===== src/rtl/div_pkg.sv =====
// div_pkg: shared types and constants for the shared-divider scheduler.
//   div_state_e : scheduler FSM states (IDLE, DIV, RSP)
//   DW_DEF      : default operand width
//   DZ_QUOT     : quotient reported for a zero divisor at the default width
package div_pkg;

  localparam int unsigned DW_DEF = 16;

  localparam logic [DW_DEF-1:0] DZ_QUOT = '1;

  typedef enum logic [1:0] {
    IDLE = 2'd0,
    DIV  = 2'd1,
    RSP  = 2'd2
  } div_state_e;

endpackage


===== src/rtl/div_sched_if.sv =====
// div_sched_if: requester-side bundle of the shared-divider scheduler.
//   req_valid/req_ready : per-requester request handshake (ready one-hot or zero)
//   req_src1/req_src2   : packed dividends/divisors, requester i at [i*DW +: DW]
//   rsp_valid/rsp_ready : per-requester response handshake (valid one-hot)
//   calc_res            : {quotient, remainder}
//   rsp_dz              : divide-by-zero flag, qualified by rsp_valid
//   busy                : scheduler is not idle
// master = requester side, slave = scheduler side.
interface div_sched_if
  import div_pkg::*;
#(
  parameter int unsigned N_REQ = 2,
  parameter int unsigned DW    = DW_DEF
) ();

  logic [N_REQ-1:0]    req_valid;
  logic [N_REQ-1:0]    req_ready;
  logic [N_REQ*DW-1:0] req_src1;
  logic [N_REQ*DW-1:0] req_src2;
  logic [N_REQ-1:0]    rsp_valid;
  logic [N_REQ-1:0]    rsp_ready;
  logic [2*DW-1:0]     calc_res;
  logic                rsp_dz;
  logic                busy;

  modport master (
    output req_valid, req_src1, req_src2, rsp_ready,
    input  req_ready, rsp_valid, calc_res, rsp_dz, busy
  );

  modport slave (
    input  req_valid, req_src1, req_src2, rsp_ready,
    output req_ready, rsp_valid, calc_res, rsp_dz, busy
  );

endinterface


===== src/rtl/div_core.sv =====
// div_core: restoring divider, one quotient bit per cycle, MSB first.
//   clk, n_rst    : clock, synchronous active-low reset
//   i_start       : load operands and begin DW iterations
//   i_dividend    : dividend (sampled on i_start)
//   i_divisor     : divisor, must be nonzero (sampled on i_start)
//   o_done        : high during the final iteration cycle
//   o_quotient    : quotient, valid while o_done
//   o_remainder   : remainder, valid while o_done
module div_core
  import div_pkg::*;
#(
  parameter int unsigned DW = DW_DEF
) (
  input  logic          clk,
  input  logic          n_rst,
  input  logic          i_start,
  input  logic [DW-1:0] i_dividend,
  input  logic [DW-1:0] i_divisor,
  output logic          o_done,
  output logic [DW-1:0] o_quotient,
  output logic [DW-1:0] o_remainder
);

  localparam int unsigned CW = $clog2(DW) + 1;

  logic [DW-1:0] r_dvd;
  logic [DW-1:0] r_dvs;
  logic [DW-1:0] r_rem;
  logic [CW-1:0] r_cnt;
  logic          r_run;

  logic [DW:0]   w_rem_sh;
  logic [DW:0]   w_diff;
  logic          w_ge;
  logic [DW-1:0] w_rem_nx;
  logic [DW-1:0] w_dvd_nx;

  // The working remainder is DW+1 bits wide (w_rem_sh); after the conditional
  // subtract it is always below the divisor, so only DW bits are stored.
  // Quotient bits fill the dividend register from the LSB as dividend bits
  // leave from the MSB, so after DW steps r_dvd holds the quotient.
  always_comb begin
    w_rem_sh = {r_rem, r_dvd[DW-1]};
    w_diff   = w_rem_sh - {1'b0, r_dvs};
    w_ge     = ~w_diff[DW];
    w_rem_nx = w_ge ? w_diff[DW-1:0] : w_rem_sh[DW-1:0];
    w_dvd_nx = {r_dvd[DW-2:0], w_ge};
  end

  // Combinational done lets the scheduler capture the final step's result
  // in the same edge that retires the last iteration.
  assign o_done      = r_run && (r_cnt == CW'(DW - 1));
  assign o_quotient  = w_dvd_nx;
  assign o_remainder = w_rem_nx;

  always_ff @(posedge clk) begin
    if (!n_rst) begin
      r_run <= 1'b0;
      r_cnt <= '0;
      r_dvd <= '0;
      r_dvs <= '0;
      r_rem <= '0;
    end else if (i_start) begin
      r_run <= 1'b1;
      r_cnt <= '0;
      r_dvd <= i_dividend;
      r_dvs <= i_divisor;
      r_rem <= '0;
    end else if (r_run) begin
      r_rem <= w_rem_nx;
      r_dvd <= w_dvd_nx;
      r_cnt <= r_cnt + CW'(1);
      if (o_done) begin
        r_run <= 1'b0;
      end
    end
  end

endmodule


===== src/rtl/div_sched.sv =====
// div_sched: round-robin scheduler in front of a single shared divider.
//   clk   : clock, rising edge
//   n_rst : synchronous active-low reset
//   bus   : div_sched_if.slave -- request/response handshakes, operands,
//           result {quotient, remainder}, divide-by-zero flag, busy
// Accepts one request per IDLE cycle, runs it through div_core (or answers a
// zero divisor immediately) and holds the result until the owner consumes it.
module div_sched
  import div_pkg::*;
#(
  parameter int unsigned N_REQ = 2,
  parameter int unsigned DW    = DW_DEF
) (
  input  logic        clk,
  input  logic        n_rst,
  div_sched_if.slave  bus
);

  localparam int unsigned PW = $clog2(N_REQ);

  div_state_e      r_state;
  div_state_e      w_state_nx;
  logic [PW-1:0]   r_ptr;
  logic [PW-1:0]   r_owner;
  logic [2*DW-1:0] r_res;
  logic            r_dz;

  logic [PW-1:0]   w_grant;
  logic            w_found;
  logic            w_hs;
  logic [PW-1:0]   w_ptr_nx;
  logic [DW-1:0]   w_src1;
  logic [DW-1:0]   w_src2;
  logic            w_dvs_zero;
  logic            w_start;
  logic            w_core_done;
  logic [DW-1:0]   w_quo;
  logic [DW-1:0]   w_rem;

  // Round-robin search: first valid requester at or after r_ptr, wrapping.
  always_comb begin : p_arb
    int unsigned idx;
    idx     = 0;
    w_grant = '0;
    w_found = 1'b0;
    for (int unsigned k = 0; k < N_REQ; k++) begin
      idx = 32'(r_ptr) + k;
      if (idx >= N_REQ) begin
        idx = idx - N_REQ;
      end
      if (!w_found && bus.req_valid[PW'(idx)]) begin
        w_found = 1'b1;
        w_grant = PW'(idx);
      end
    end
  end

  // Ready is only raised toward a valid requester, so ready implies handshake.
  assign w_hs       = n_rst && (r_state == IDLE) && w_found;
  assign w_ptr_nx   = (w_grant == PW'(N_REQ - 1)) ? '0 : w_grant + PW'(1);
  assign w_src1     = bus.req_src1[w_grant*DW +: DW];
  assign w_src2     = bus.req_src2[w_grant*DW +: DW];
  assign w_dvs_zero = (w_src2 == '0);
  assign w_start    = w_hs && !w_dvs_zero;

  div_core #(
    .DW (DW)
  ) u_core (
    .clk         (clk),
    .n_rst       (n_rst),
    .i_start     (w_start),
    .i_dividend  (w_src1),
    .i_divisor   (w_src2),
    .o_done      (w_core_done),
    .o_quotient  (w_quo),
    .o_remainder (w_rem)
  );

  always_comb begin
    w_state_nx = r_state;
    unique case (r_state)
      IDLE: begin
        if (w_hs) begin
          w_state_nx = w_dvs_zero ? RSP : DIV;
        end
      end
      DIV: begin
        if (w_core_done) begin
          w_state_nx = RSP;
        end
      end
      RSP: begin
        if (bus.rsp_ready[r_owner]) begin
          w_state_nx = IDLE;
        end
      end
      default: w_state_nx = IDLE;
    endcase
  end

  always_ff @(posedge clk) begin
    if (!n_rst) begin
      r_state <= IDLE;
      r_ptr   <= '0;
      r_owner <= '0;
      r_res   <= '0;
      r_dz    <= 1'b0;
    end else begin
      r_state <= w_state_nx;
      if (w_hs) begin
        r_owner <= w_grant;
        r_ptr   <= w_ptr_nx;
        if (w_dvs_zero) begin
          r_res <= {{DW{1'b1}}, w_src1};
          r_dz  <= 1'b1;
        end
      end
      if ((r_state == DIV) && w_core_done) begin
        r_res <= {w_quo, w_rem};
        r_dz  <= 1'b0;
      end
    end
  end

  always_comb begin
    bus.req_ready = '0;
    bus.rsp_valid = '0;
    for (int unsigned k = 0; k < N_REQ; k++) begin
      bus.req_ready[k] = w_hs && (w_grant == PW'(k));
      bus.rsp_valid[k] = (r_state == RSP) && (r_owner == PW'(k));
    end
  end

  assign bus.calc_res = r_res;
  assign bus.rsp_dz   = r_dz;
  assign bus.busy     = (r_state != IDLE);

endmodule


===== src/flat_wrapper.sv =====
// flat-port wrapper written by rule: the top's interface ports become plain ports
module div_sched_flat import div_pkg::*;
#(
  parameter int unsigned N_REQ = 2,
  parameter int unsigned DW    = DW_DEF
)
  (clk, n_rst, bus_req_valid, bus_req_src1, bus_req_src2, bus_rsp_ready, bus_req_ready, bus_rsp_valid, bus_calc_res, bus_rsp_dz, bus_busy);
  div_sched_if #(.N_REQ(N_REQ), .DW(DW)) bus_i ();
  input  logic clk;
  input  logic n_rst;
  input wire logic [$bits(bus_i.req_valid)-1:0] bus_req_valid;
  input wire logic [$bits(bus_i.req_src1)-1:0] bus_req_src1;
  input wire logic [$bits(bus_i.req_src2)-1:0] bus_req_src2;
  input wire logic [$bits(bus_i.rsp_ready)-1:0] bus_rsp_ready;
  output wire logic [$bits(bus_i.req_ready)-1:0] bus_req_ready;
  output wire logic [$bits(bus_i.rsp_valid)-1:0] bus_rsp_valid;
  output wire logic [$bits(bus_i.calc_res)-1:0] bus_calc_res;
  output wire logic [$bits(bus_i.rsp_dz)-1:0] bus_rsp_dz;
  output wire logic [$bits(bus_i.busy)-1:0] bus_busy;
  assign bus_i.req_valid = bus_req_valid;
  assign bus_i.req_src1 = bus_req_src1;
  assign bus_i.req_src2 = bus_req_src2;
  assign bus_i.rsp_ready = bus_rsp_ready;
  assign bus_req_ready = bus_i.req_ready;
  assign bus_rsp_valid = bus_i.rsp_valid;
  assign bus_calc_res = bus_i.calc_res;
  assign bus_rsp_dz = bus_i.rsp_dz;
  assign bus_busy = bus_i.busy;
  div_sched #(.N_REQ(N_REQ), .DW(DW)) u_core (.clk(clk), .n_rst(n_rst), .bus(bus_i));
endmodule

===== config.mk =====
export PLATFORM = sky130hd
export DESIGN_NAME = div_sched_flat
export DESIGN_NICKNAME = d
export VERILOG_FILES = /design/src/rtl/div_pkg.sv /design/src/rtl/div_sched_if.sv /design/src/rtl/div_core.sv /design/src/rtl/div_sched.sv /design/src/flat_wrapper.sv
export SDC_FILE = /design/constraint.sdc
export NUM_CORES = 1
export LEC_CHECK = 0
export CORE_MARGIN = 2
export CORE_UTILIZATION = 30
export CTS_BUF_LIST = sky130_fd_sc_hd__clkbuf_8 sky130_fd_sc_hd__clkbuf_16
export CTS_CLUSTER_DIAMETER = 30
export DETAILED_ROUTE_END_ITERATION = 6
export PLACE_DENSITY = 0.62
export REMOVE_ABC_BUFFERS = 1
export SETUP_SLACK_MARGIN = 0.15
export SLEW_MARGIN = 0
export SYNTH_ARGS = -nofsm -noshare
export SYNTH_HDL_FRONTEND = slang
export SYNTH_SLANG_ARGS = --single-unit

===== constraint.sdc =====
create_clock -name clk -period 3.6 [get_ports clk]
set_clock_uncertainty 0.2 [all_clocks]
set_input_delay 0.72 -clock clk [delete_from_list [all_inputs] [get_ports clk]]
set_output_delay 0.72 -clock clk [all_outputs]
set_load 0.03 [all_outputs]

==> results_dict.tcl <==
set metrics [dict create \
    status "finished, final reports clean" \
    worst_slew_pin_slew_ns 1.14 \
    clkTransAtPathRegs_ns 0.06 \
    p_seq_frac 0.362 \
    arrival_ns 2.40 \
    cp_max_fo 34 \
    fin_nets 774 \
    p_sw_frac 0.309 \
    vdd_drop_max_mv 0.277 \
    clock-sinks 91 \
    drcViolationCount 0 \
    synthFlopType "dfxtp_1" \
    leakagePower_nw 2.57 \
    cts_tree "done" \
    finalHoldViolCount 0 \
    power_w 0.00308 \
    p_per_area_mw_per_mm2 462 \
    period_minus_slack_ns 3.32 \
    grt_max_degree 67 \
    wirelength_mm 13.1 \
    start_util 0.304 \
    max_stage_delay_ns 0.55 \
    p_clk_frac 0.331 \
    insertion_delay_ns 0.35 \
    cp_cell_sequence "clkdlybuf4s50_1 -> inv_1 -> o21ai_4 -> buf_4 -> nor2_1 -> buf_4" \
    design.core.area_mm2 0.0165 \
    dieArea_mm2 0.0177 \
    synth_edf_count 0 \
    endpoint_kind "output port" \
    grt_pass1_wl_mm 21.6 \
    fp.dieW_um 133 \
    relSlewSlack 0.239 \
    path_class "in2out" \
    avgSynthCellArea_um2 8.53 \
    wire_per_inst_um 14.4 \
    synth_cell_types 57 \
    ys_seq_elements 91 \
    n_antenna_cell 0 \
    combinationalPowerShare 0.307 \
    rrSetupSlack_ns 0.41 \
    antenna_found_initial 0 \
    drive_gt1_frac 0.0739 \
    first_iter_violations 251 \
    final_util 0.406 \
    setup_viol 0 \
    ant_nets 0 \
    yosysTopAreaCellShare 0.364 \
    crit_top_cell "buf_4" \
    io_pins 108 \
    netlist_area_mm2 0.00501 \
    hpwl_mm 9.72 \
    synth-async-reset-ratio 0 \
    gr-total-overflow 0 \
    syn2layout_area_growth_pct 33.4 \
    rsz0062_at_grt "false" \
    synth_top_cell_by_area "dfxtp_1" \
    synth.area.top_cells "dfxtp_1 36%, mux2i_1 9.8%, o21ai_0 5.3%, a211oi_1 4.9%, ha_1 4.5%" \
    port_buffers 107 \
    place_congestion 0.864 \
    critPathRequiredTime_ns 2.68 \
    internal_power_w 0.00213 \
    ys_top_cells_by_count "91 x dfxtp_1, 53 x o21ai_0, 49 x mux2i_1, 49 x nor2_1, 42 x a21oi_1" \
    seqCellArea_mm2 0.00182 \
    worst_hold_slack_ns 0.273 \
    yosys_warnings 0 \
    die_h_um 133 \
    vias 4456 \
    row_count 47 \
    fmaxAchievable_mhz 301 \
    slew_violations 0 \
    startpoint_type "input port" \
    worstHoldPathType "reg2reg" \
    cts_root_buffer "clkbuf_16" \
    yosysSeqAreaShare 0.364 \
    multi_input_area_mm2 0.00295 \
    cts_resized 0 \
    drtPass1Iterations 4 \
    fin_crit_sh 0.922 \
    p_sw_w 0.000955 \
    grt_pass1_vias 4122 \
    cts_htree_levels 3 \
    cts_buffer_depth 2 \
    synth_most_common_cell "dfxtp_1" \
    synthCells 587 \
    grtUsageTotal 0.152 \
    tns_ns 0 \
    drv_cap 0 \
    cp_slowest_cell "buf_4" \
    numCtsBuffers 9 \
    fillers 1696 \
    routed_via_density 4.90 \
]
[placed cells by master, fill, tap and decap left out, drive strengths merged, types with 5 or more instances in the layout]
| master | instances |
|---|---|
| clkbuf | 9 |
| o21ai | 53 |
| mux2i | 49 |
| xnor2 | 7 |
| and2 | 9 |
| nand2b | 6 |
| nor4 | 8 |
| o21a | 5 |
| inv | 27 |
| o221ai | 13 |
| buf | 21 |
| ha | 18 |
| clkdlybuf4s50 | 105 |
| nand3 | 19 |
| nor2b | 20 |
| nor3 | 10 |
| xor2 | 6 |
| nor2 | 49 |
| a21oi | 43 |
| dfxtp | 91 |
| a211oi | 33 |
| nand2 | 29 |
[power by group through the flow]
stage	Clock, W	Sequential [W]	Combinational (W)
4_1_cts	0.00104	0.00112	0.000916
5_1_grt	0.00109	0.00112	0.00104
3_5_place_dp	0	0.00114	0.000912
2_1_floorplan	0	0.00113	0.000614
6_report	0.00102	0.00112	0.000948
3_3_place_gp	0	0.00114	0.000909
[critical path: cells and delay by family]
kind                   cells  cell delay (ns)
AOI/OAI and AO/OA          1             0.19
buffers and inverters      4             1.31
and+or+nand+nor            1             0.17
[what timing repair did]
item                       CTS  global route
setup buffers                0             2
hold buffers                 0             0
setup endpoints to repair    0            11
[cells by family (layout without fill, tap and decap cells)]
family	after synthesis	count (layout)	share of synthesized area
xor gates and xnor gates	13	13	0.0227
buffers and inverters	62	165	0.0517
and+or+nand+nor	179	179	0.185
AOI/OAI and AO/OA	171	171	0.223
muxes	52	52	0.105
adders and majority gates	19	19	0.0490
DFF	91	91	0.364
[final cells by class]
| cell class | instances | area share |
|---|---|---|
| Tap cell | 220 | 0.0412 |
| Clock inverter | 7 | 0.0139 |
| Timing Repair Buffer | 126 | 0.185 |
| Inverter | 23 | 0.0129 |
| Clock buffer | 9 | 0.0337 |
| Sequential cell | 91 | 0.273 |
| Multi-Input combinational cell | 434 | 0.441 |
[worst paths after layout]
| kind | endpoint | depth (start not counted) | startpoint |
|---|---|---|---|
| setup / recovery | bus_req_ready[1] | 6 | bus_req_valid[0] |
| hold / removal | u_core.u_core.r_dvs[10] | 2 | u_core.u_core.r_dvs[10] |
| setup reg to reg | u_core.bus.calc_res[4] | 12 | u_core.u_core.r_dvd[15] |
| hold reg to reg | u_core.u_core.r_dvs[10] | 2 | u_core.u_core.r_dvs[10] |
[metrics by stage]
step | std cells | instance area (um^2) | setup slack, ns
finish | 910 | 6680 | 0.282
global route | 910 | 6680 | 0.170
CTS | 908 | 6660 | 0.234
detailed placement | 892 | 6340 | 0.0110
global placement | 892 | 6340 | 0.0468
floorplan | 548 | 4840 | -3.34
[metal layers]
layer	vias to the layer above	GRT usage	share of wire
li1	2339	-	-
met1	1989	0.217	0.51
met2	120	0.232	0.43
met3	8	0.0377	0.054
met4	0	0.0337	0.011
met5	-	0	0
[state kept, by name (all words and copies together) (netlist names)]
| name | count |
|---|---|
| u_core.bus.calc_res | 32 |
| u_core.u_core.r_dvd | 16 |
| u_core.u_core.r_dvs | 16 |
| u_core.u_core.r_rem | 16 |
| u_core.u_core.r_cnt | 5 |
| u_core.r_state | 2 |
| u_core.bus.rsp_dz | 1 |
| u_core.r_owner | 1 |
| u_core.r_ptr | 1 |
| u_core.u_core.r_run | 1 |
Note: power is estimated with default switching activity, not from simulation.
